### src/rtl/mprj_pad_pkg.sv
// Shared definitions for the MPRJ pad DM configuration loader.
// Holds the supported DM codes, the loader state encoding and the DM sanitizer.
package mprj_pad_pkg;

    localparam logic [2:0] DM_IN_NOPULL = 3'b001;
    localparam logic [2:0] DM_IN_PULLUP = 3'b010;
    localparam logic [2:0] DM_IN_PULLDN = 3'b011;
    localparam logic [2:0] DM_OUT       = 3'b110;

    typedef enum logic [2:0] {
        ST_IDLE,
        ST_FETCH,
        ST_CAPTURE,
        ST_SHIFT,
        ST_LOAD
    } state_e;

    // Returns {illegal, dm}; unsupported codes fall back to plain input mode.
    function automatic logic [3:0] dm_sanitize(input logic [2:0] dm);
        case (dm)
            DM_IN_NOPULL, DM_IN_PULLUP, DM_IN_PULLDN, DM_OUT: dm_sanitize = {1'b0, dm};
            default:                                          dm_sanitize = {1'b1, DM_IN_NOPULL};
        endcase
    endfunction

endpackage

### src/rtl/mprj_cfg_clkdiv.sv
// Serial clock phase generator: each phase (low, then high) lasts CLK_DIV cycles.
// Clearing forces the low phase with a fresh count.
module mprj_cfg_clkdiv #(
    parameter int CLK_DIV = 2
) (
    input  logic clk,
    input  logic srst,
    input  logic clr,
    input  logic en,
    output logic phase_end,
    output logic phase
);

    localparam int CW = (CLK_DIV > 1) ? $clog2(CLK_DIV) : 1;

    logic [CW-1:0] cnt_q, cnt_d;
    logic          phase_q, phase_d;

    assign phase_end = en && (cnt_q == CW'(CLK_DIV - 1));
    assign phase     = phase_q;

    always_comb begin
        cnt_d   = cnt_q;
        phase_d = phase_q;
        if (clr) begin
            cnt_d   = '0;
            phase_d = 1'b0;
        end else if (phase_end) begin
            cnt_d   = '0;
            phase_d = ~phase_q;
        end else if (en) begin
            cnt_d = cnt_q + 1'b1;
        end
    end

    always_ff @(posedge clk) begin
        if (srst) begin
            cnt_q   <= '0;
            phase_q <= 1'b0;
        end else begin
            cnt_q   <= cnt_d;
            phase_q <= phase_d;
        end
    end

endmodule

### src/rtl/mprj_pad_cfg_loader.sv
// Shifts one sanitized 3-bit DM code per pad into the padframe chain, highest pad
// first and MSB first, then strobes serial_load to commit the chain.
module mprj_pad_cfg_loader #(
    parameter int  NUM_PADS    = 38,
    parameter int  CLK_DIV     = 2,
    parameter int  LOAD_CYCLES = 4,
    localparam int AW          = (NUM_PADS > 1) ? $clog2(NUM_PADS) : 1
) (
    input  logic          wb_clk_i,
    input  logic          wb_rst_i,
    input  logic          start,
    input  logic          abort,
    output logic [AW-1:0] cfg_addr,
    input  logic [2:0]    cfg_rdata,
    output logic          serial_clock,
    output logic          serial_data,
    output logic          serial_load,
    output logic          busy,
    output logic          done,
    output logic          cfg_illegal
);

    import mprj_pad_pkg::*;

    localparam int LW = (LOAD_CYCLES > 1) ? $clog2(LOAD_CYCLES) : 1;

    state_e          state_q, state_d;
    logic [AW-1:0]   pad_idx_q, pad_idx_d;
    logic [2:0]      shreg_q, shreg_d;
    logic [1:0]      bit_cnt_q, bit_cnt_d;
    logic [LW-1:0]   load_cnt_q, load_cnt_d;
    logic            done_q, done_d;
    logic            illegal_q, illegal_d;
    logic [3:0]      sanitized;
    logic            phase_end;
    logic            phase;
    logic            bit_end;

    // Clearing whenever SHIFT is left (including abort) keeps serial_clock low outside SHIFT.
    mprj_cfg_clkdiv #(
        .CLK_DIV (CLK_DIV)
    ) u_clkdiv (
        .clk       (wb_clk_i),
        .srst      (wb_rst_i),
        .clr       (state_d != ST_SHIFT),
        .en        (state_q == ST_SHIFT),
        .phase_end (phase_end),
        .phase     (phase)
    );

    assign sanitized = dm_sanitize(cfg_rdata);
    assign bit_end   = phase_end && phase;

    always_comb begin
        state_d    = state_q;
        pad_idx_d  = pad_idx_q;
        shreg_d    = shreg_q;
        bit_cnt_d  = bit_cnt_q;
        load_cnt_d = load_cnt_q;
        done_d     = 1'b0;
        illegal_d  = illegal_q;
        if (abort) begin
            state_d = ST_IDLE;
        end else begin
            case (state_q)
                ST_IDLE: begin
                    if (start) begin
                        state_d   = ST_FETCH;
                        pad_idx_d = AW'(NUM_PADS - 1);
                        illegal_d = 1'b0;
                    end
                end
                ST_FETCH: begin
                    state_d = ST_CAPTURE;
                end
                ST_CAPTURE: begin
                    shreg_d   = sanitized[2:0];
                    bit_cnt_d = 2'd2;
                    if (sanitized[3]) begin
                        illegal_d = 1'b1;
                    end
                    state_d = ST_SHIFT;
                end
                ST_SHIFT: begin
                    // Data only advances after the high phase, so it is stable for the whole bit.
                    if (bit_end) begin
                        shreg_d = {shreg_q[1:0], 1'b0};
                        if (bit_cnt_q == 2'd0) begin
                            if (pad_idx_q == '0) begin
                                state_d    = ST_LOAD;
                                load_cnt_d = '0;
                            end else begin
                                pad_idx_d = pad_idx_q - 1'b1;
                                state_d   = ST_FETCH;
                            end
                        end else begin
                            bit_cnt_d = bit_cnt_q - 1'b1;
                        end
                    end
                end
                ST_LOAD: begin
                    if (load_cnt_q == LW'(LOAD_CYCLES - 1)) begin
                        state_d = ST_IDLE;
                        done_d  = 1'b1;
                    end else begin
                        load_cnt_d = load_cnt_q + 1'b1;
                    end
                end
                default: begin
                    state_d = ST_IDLE;
                end
            endcase
        end
    end

    always_ff @(posedge wb_clk_i) begin
        if (wb_rst_i) begin
            state_q    <= ST_IDLE;
            pad_idx_q  <= '0;
            shreg_q    <= '0;
            bit_cnt_q  <= '0;
            load_cnt_q <= '0;
            done_q     <= 1'b0;
            illegal_q  <= 1'b0;
        end else begin
            state_q    <= state_d;
            pad_idx_q  <= pad_idx_d;
            shreg_q    <= shreg_d;
            bit_cnt_q  <= bit_cnt_d;
            load_cnt_q <= load_cnt_d;
            done_q     <= done_d;
            illegal_q  <= illegal_d;
        end
    end

    assign cfg_addr     = pad_idx_q;
    assign serial_clock = phase;
    assign serial_data  = (state_q == ST_SHIFT) && shreg_q[2];
    assign serial_load  = (state_q == ST_LOAD);
    assign busy         = (state_q != ST_IDLE);
    assign done         = done_q;
    assign cfg_illegal  = illegal_q;

endmodule

### config.mk
export PLATFORM = sky130hd
export DESIGN_NAME = mprj_pad_cfg_loader
export DESIGN_NICKNAME = d
export VERILOG_FILES = /design/src/rtl/mprj_pad_pkg.sv /design/src/rtl/mprj_cfg_clkdiv.sv /design/src/rtl/mprj_pad_cfg_loader.sv
export SDC_FILE = /design/constraint.sdc
export NUM_CORES = 1
export LEC_CHECK = 0
export BUFFER_PORTS_ARGS = -buffer_cell sky130_fd_sc_hd__buf_2
export CORE_ASPECT_RATIO = 1.2
export CORE_MARGIN = 1.5
export CORE_UTILIZATION = 59
export DETAILED_ROUTE_END_ITERATION = 10
export PLACE_DENSITY = 0.84
export SYNTH_ARGS = -nofsm -noshare
export SYNTH_HDL_FRONTEND = slang
export SYNTH_HIERARCHICAL = 1
export SYNTH_SLANG_ARGS = --single-unit
export TNS_END_PERCENT = 30
### constraint.sdc
create_clock -name wb_clk_i -period 4.25 [get_ports wb_clk_i]
set_input_delay 0.2125 -clock wb_clk_i [delete_from_list [all_inputs] [get_ports wb_clk_i]]
set_output_delay 0.2125 -clock wb_clk_i [all_outputs]
set_load 0.005 [all_outputs]
==> metrics <==
CTS sink count=20; synth warn=6; Reg-to-Reg Start=state_q[2]; Post-synth top cells=dfxtp_1 (20), nor2_1 (13), a21oi_1 (11), nand2_1 (9), nor3_1 (8); Final GP Congestion=0.874; CTS Hold Bufs=0; RSZ-0062 raised after global routing=false; Slew Limit Fails=0; die area=approximately 2300 um2; count leader, synth=dfxtp_1; Mean Syn Cell Area=8.38 um2; status=finished, final reports clean; Syn Nets=between 100 and 150; CP endpoint kind=flop; Setup Skew=0.000897 ns; CP startpoint kind=flop; Post-DP HPWL=between 1500 and 2000 um; Syn Inst Count=~140; layout cells sized above 1=between 10% and 20%; total track usage=roughly 22%; vias in the first global route=~900; Worst Path Class, Setup=reg -> reg; Tmin final=approximately 2.5 ns; Post-synth EDFFs=0; initial DRC count=21; starting density of the core=~63%; Reg-to-Reg End=u_clkdiv/cnt_q; top cell type's share of synthesized area=around a third; max frequency=401 MHz; r2r setup slk=between 1.5 and 2 ns; H-tree levels=1; critical path fanouts, max=11; Core Util, Final=about two thirds; Die X=43.6 um; HP Class=in -> reg; Hold Fails Final Rpt=0; Fillers=158; Worst Reg-to-Reg Cells=8; CP Launch Point=state_q[2]; vias=1,063; post-cts sizing count=0; Hold Startpoint=cfg_rdata[1]; Layout area overhead=8.70%; # IOs=19; Worst-Skew Late Latency=about 0.28 ns; fraction of registers with async set/reset=0%; Synth area leader=dfxtp_1; final cycle utilization of the critical path=~60%; Routed WL=~2300 um; pwr/cell area=between 200 and 300 nW/um2; CP Buf/Inv Count=1; postcts setup bufs=0; DRT antenna net count=0; total negative slack=0 ns; largest net degree at the start of global routing=19; routed length per instance=about 13 um; CTS max path bufs=2; Hold Path Sink=shreg_q[1]; Synth area leaders=dfxtp_1 (34%), a21oi_1 (4.7%), nor2_1 (4.2%); top_reg_cell synth=dfxtp_1; CP peak stage delay=0.52 ns; initial antenna violation count=0; vias per std cell=slightly above 6; CTS tree=built; row count=17; critical path cell sequence=nand3b_4, clkinv_1, and2_2, and3_1, a31oi_1, o21ai_0, or3_1, nor3_1; root buffer cell=clkbuf_4; Synth cell types=46; Die Y-Extent=just over 50 um; Core ar.=between 1500 and 2000 um2; ANT cells=0; Leak=0.532 nW; DRC=0; IR Drop Worst-Case VDD=about 0.17 mV; Final setup viols=0; cell family with most CP delay=simple AND/OR/NAND/NOR gates; CTS Buf Count=3; nets@finish=166; crit path max-delay cell type=dfxtp_1; first-pass GRT wire length=around 3800 um; Worst-path clk slew=about 0.10 ns; Max-Cap Viols=0; Synth Register Bits=20; drt pass-1 iters=4; Congestion Overflow GR=0; # port buffers=18; mapped cell area=between 1000 and 1500 um2; Max transition margin=55.7%; crit path DAT=2.71 ns; register area share after synthesis=roughly 34%; worst slew pin tran=between 0.6 and 0.7 ns; worst path required time=about 4.5 ns; hold path cells=3
-- layout make-up --
type	instances	area [um2]	share of cell area, %
multi-input combinational	105	699	55.2
tap	19	23.8	1.88
sequential	20	400	31.6
timing repair buffer	18	90.1	7.11
clock buffer	3	22.5	1.78
inverter	8	30.0	2.37
-- metal layers --
layer  part of all wire, %  GRT usage (%)  vias up
met5                     0              0        -
met4                  0.53           6.06        0
met3                   2.3           2.08        2
met2                    50           38.0       17
met1                    47           27.7      498
li1                      -              -      546
-- worst min-delay path, delay by kind of cell --
kind | cells | cell delay, ns
AND/OR/NAND/NOR | 1 | 0.06
buffers and inverters | 1 | 0.11
AO/OA/AOI/OAI | 1 | 0.08
-- worst max path at each step --
stage	slack, ns	cells after the start	to
3_3_place_gp	1.92	8	u_clkdiv/cnt_q
6_report	1.76	8	u_clkdiv/cnt_q
3_5_place_dp	1.78	8	u_clkdiv/cnt_q
2_1_floorplan	2.13	9	u_clkdiv/cnt_q
4_1_cts	1.74	8	u_clkdiv/cnt_q
5_1_grt	1.51	8	u_clkdiv/cnt_q
-- stage by stage --
stage                     power [mW]  cell area, um2  hold slack [ns]  setup WS [ns]  instances
after floorplan                0.240            1160            0.285           2.13        139
after global placement         0.256            1240            0.465           1.92        170
after detailed placement       0.257            1240            0.468           1.78        170
after CTS                      0.341            1270            0.209           1.74        173
after global routing           0.359            1270            0.231           1.51        173
final                          0.337            1270            0.214           1.76        173
-- where the power goes --
part,internal (mW),leakage [nW],switching (mW),total (mW)
Combinational,0.0231,0.355,0.0285,0.0516
Clock,0.0329,0.0138,0.0504,0.0832
Sequential,0.193,0.162,0.00850,0.202
Total,0.249,0.532,0.0874,0.337
-- registers in the layout, indices dropped and copies added (netlist names) --
register        cells
state_q             3
shreg_q             3
u_clkdiv/phase      1
cfg_addr            6
u_clkdiv/cnt_q      1
load_cnt_q          2
done                1
bit_cnt_q           2
cfg_illegal         1
-- placed cells by master (no fill, tap or decap), drive strengths merged --
cell     instances
xnor2            1
a22oi            2
or4b             1
a211oi           3
or4              3
a21boi           1
o31ai            3
a21bo            1
a211o            1
or3b             1
ha               3
a21oi           11
o2bb2ai          1
mux2i            1
o21ai            3
a31oi            3
clkbuf           3
inv              7
o2bb2a           1
or2              2
nand2            9
nor3             9
dfxtp           20
nand3            4
nand2b           3
a221oi           1
a311oi           2
and3             2
nor2b            2
a21o             1
a2111oi          1
nor4b            2
nand3b           3
clkinv           1
nor2            13
buf             18
or3              2
nand4            2
and2             5
and4bb           2
-- kinds of logic after synthesis --
family / count (synthesis) / share of synthesized area (%)
DFF: 20 / 34.4
buffers and inverters: 14 / 5.59
adders and majority gates: 3 / 3.22
xor gates and xnor gates: 1 / 0.752
and+or+nand+nor: 65 / 33.6
AOI/OAI and AO/OA: 35 / 21.6
muxes: 1 / 0.859
Power figures use the tool's default switching activity.
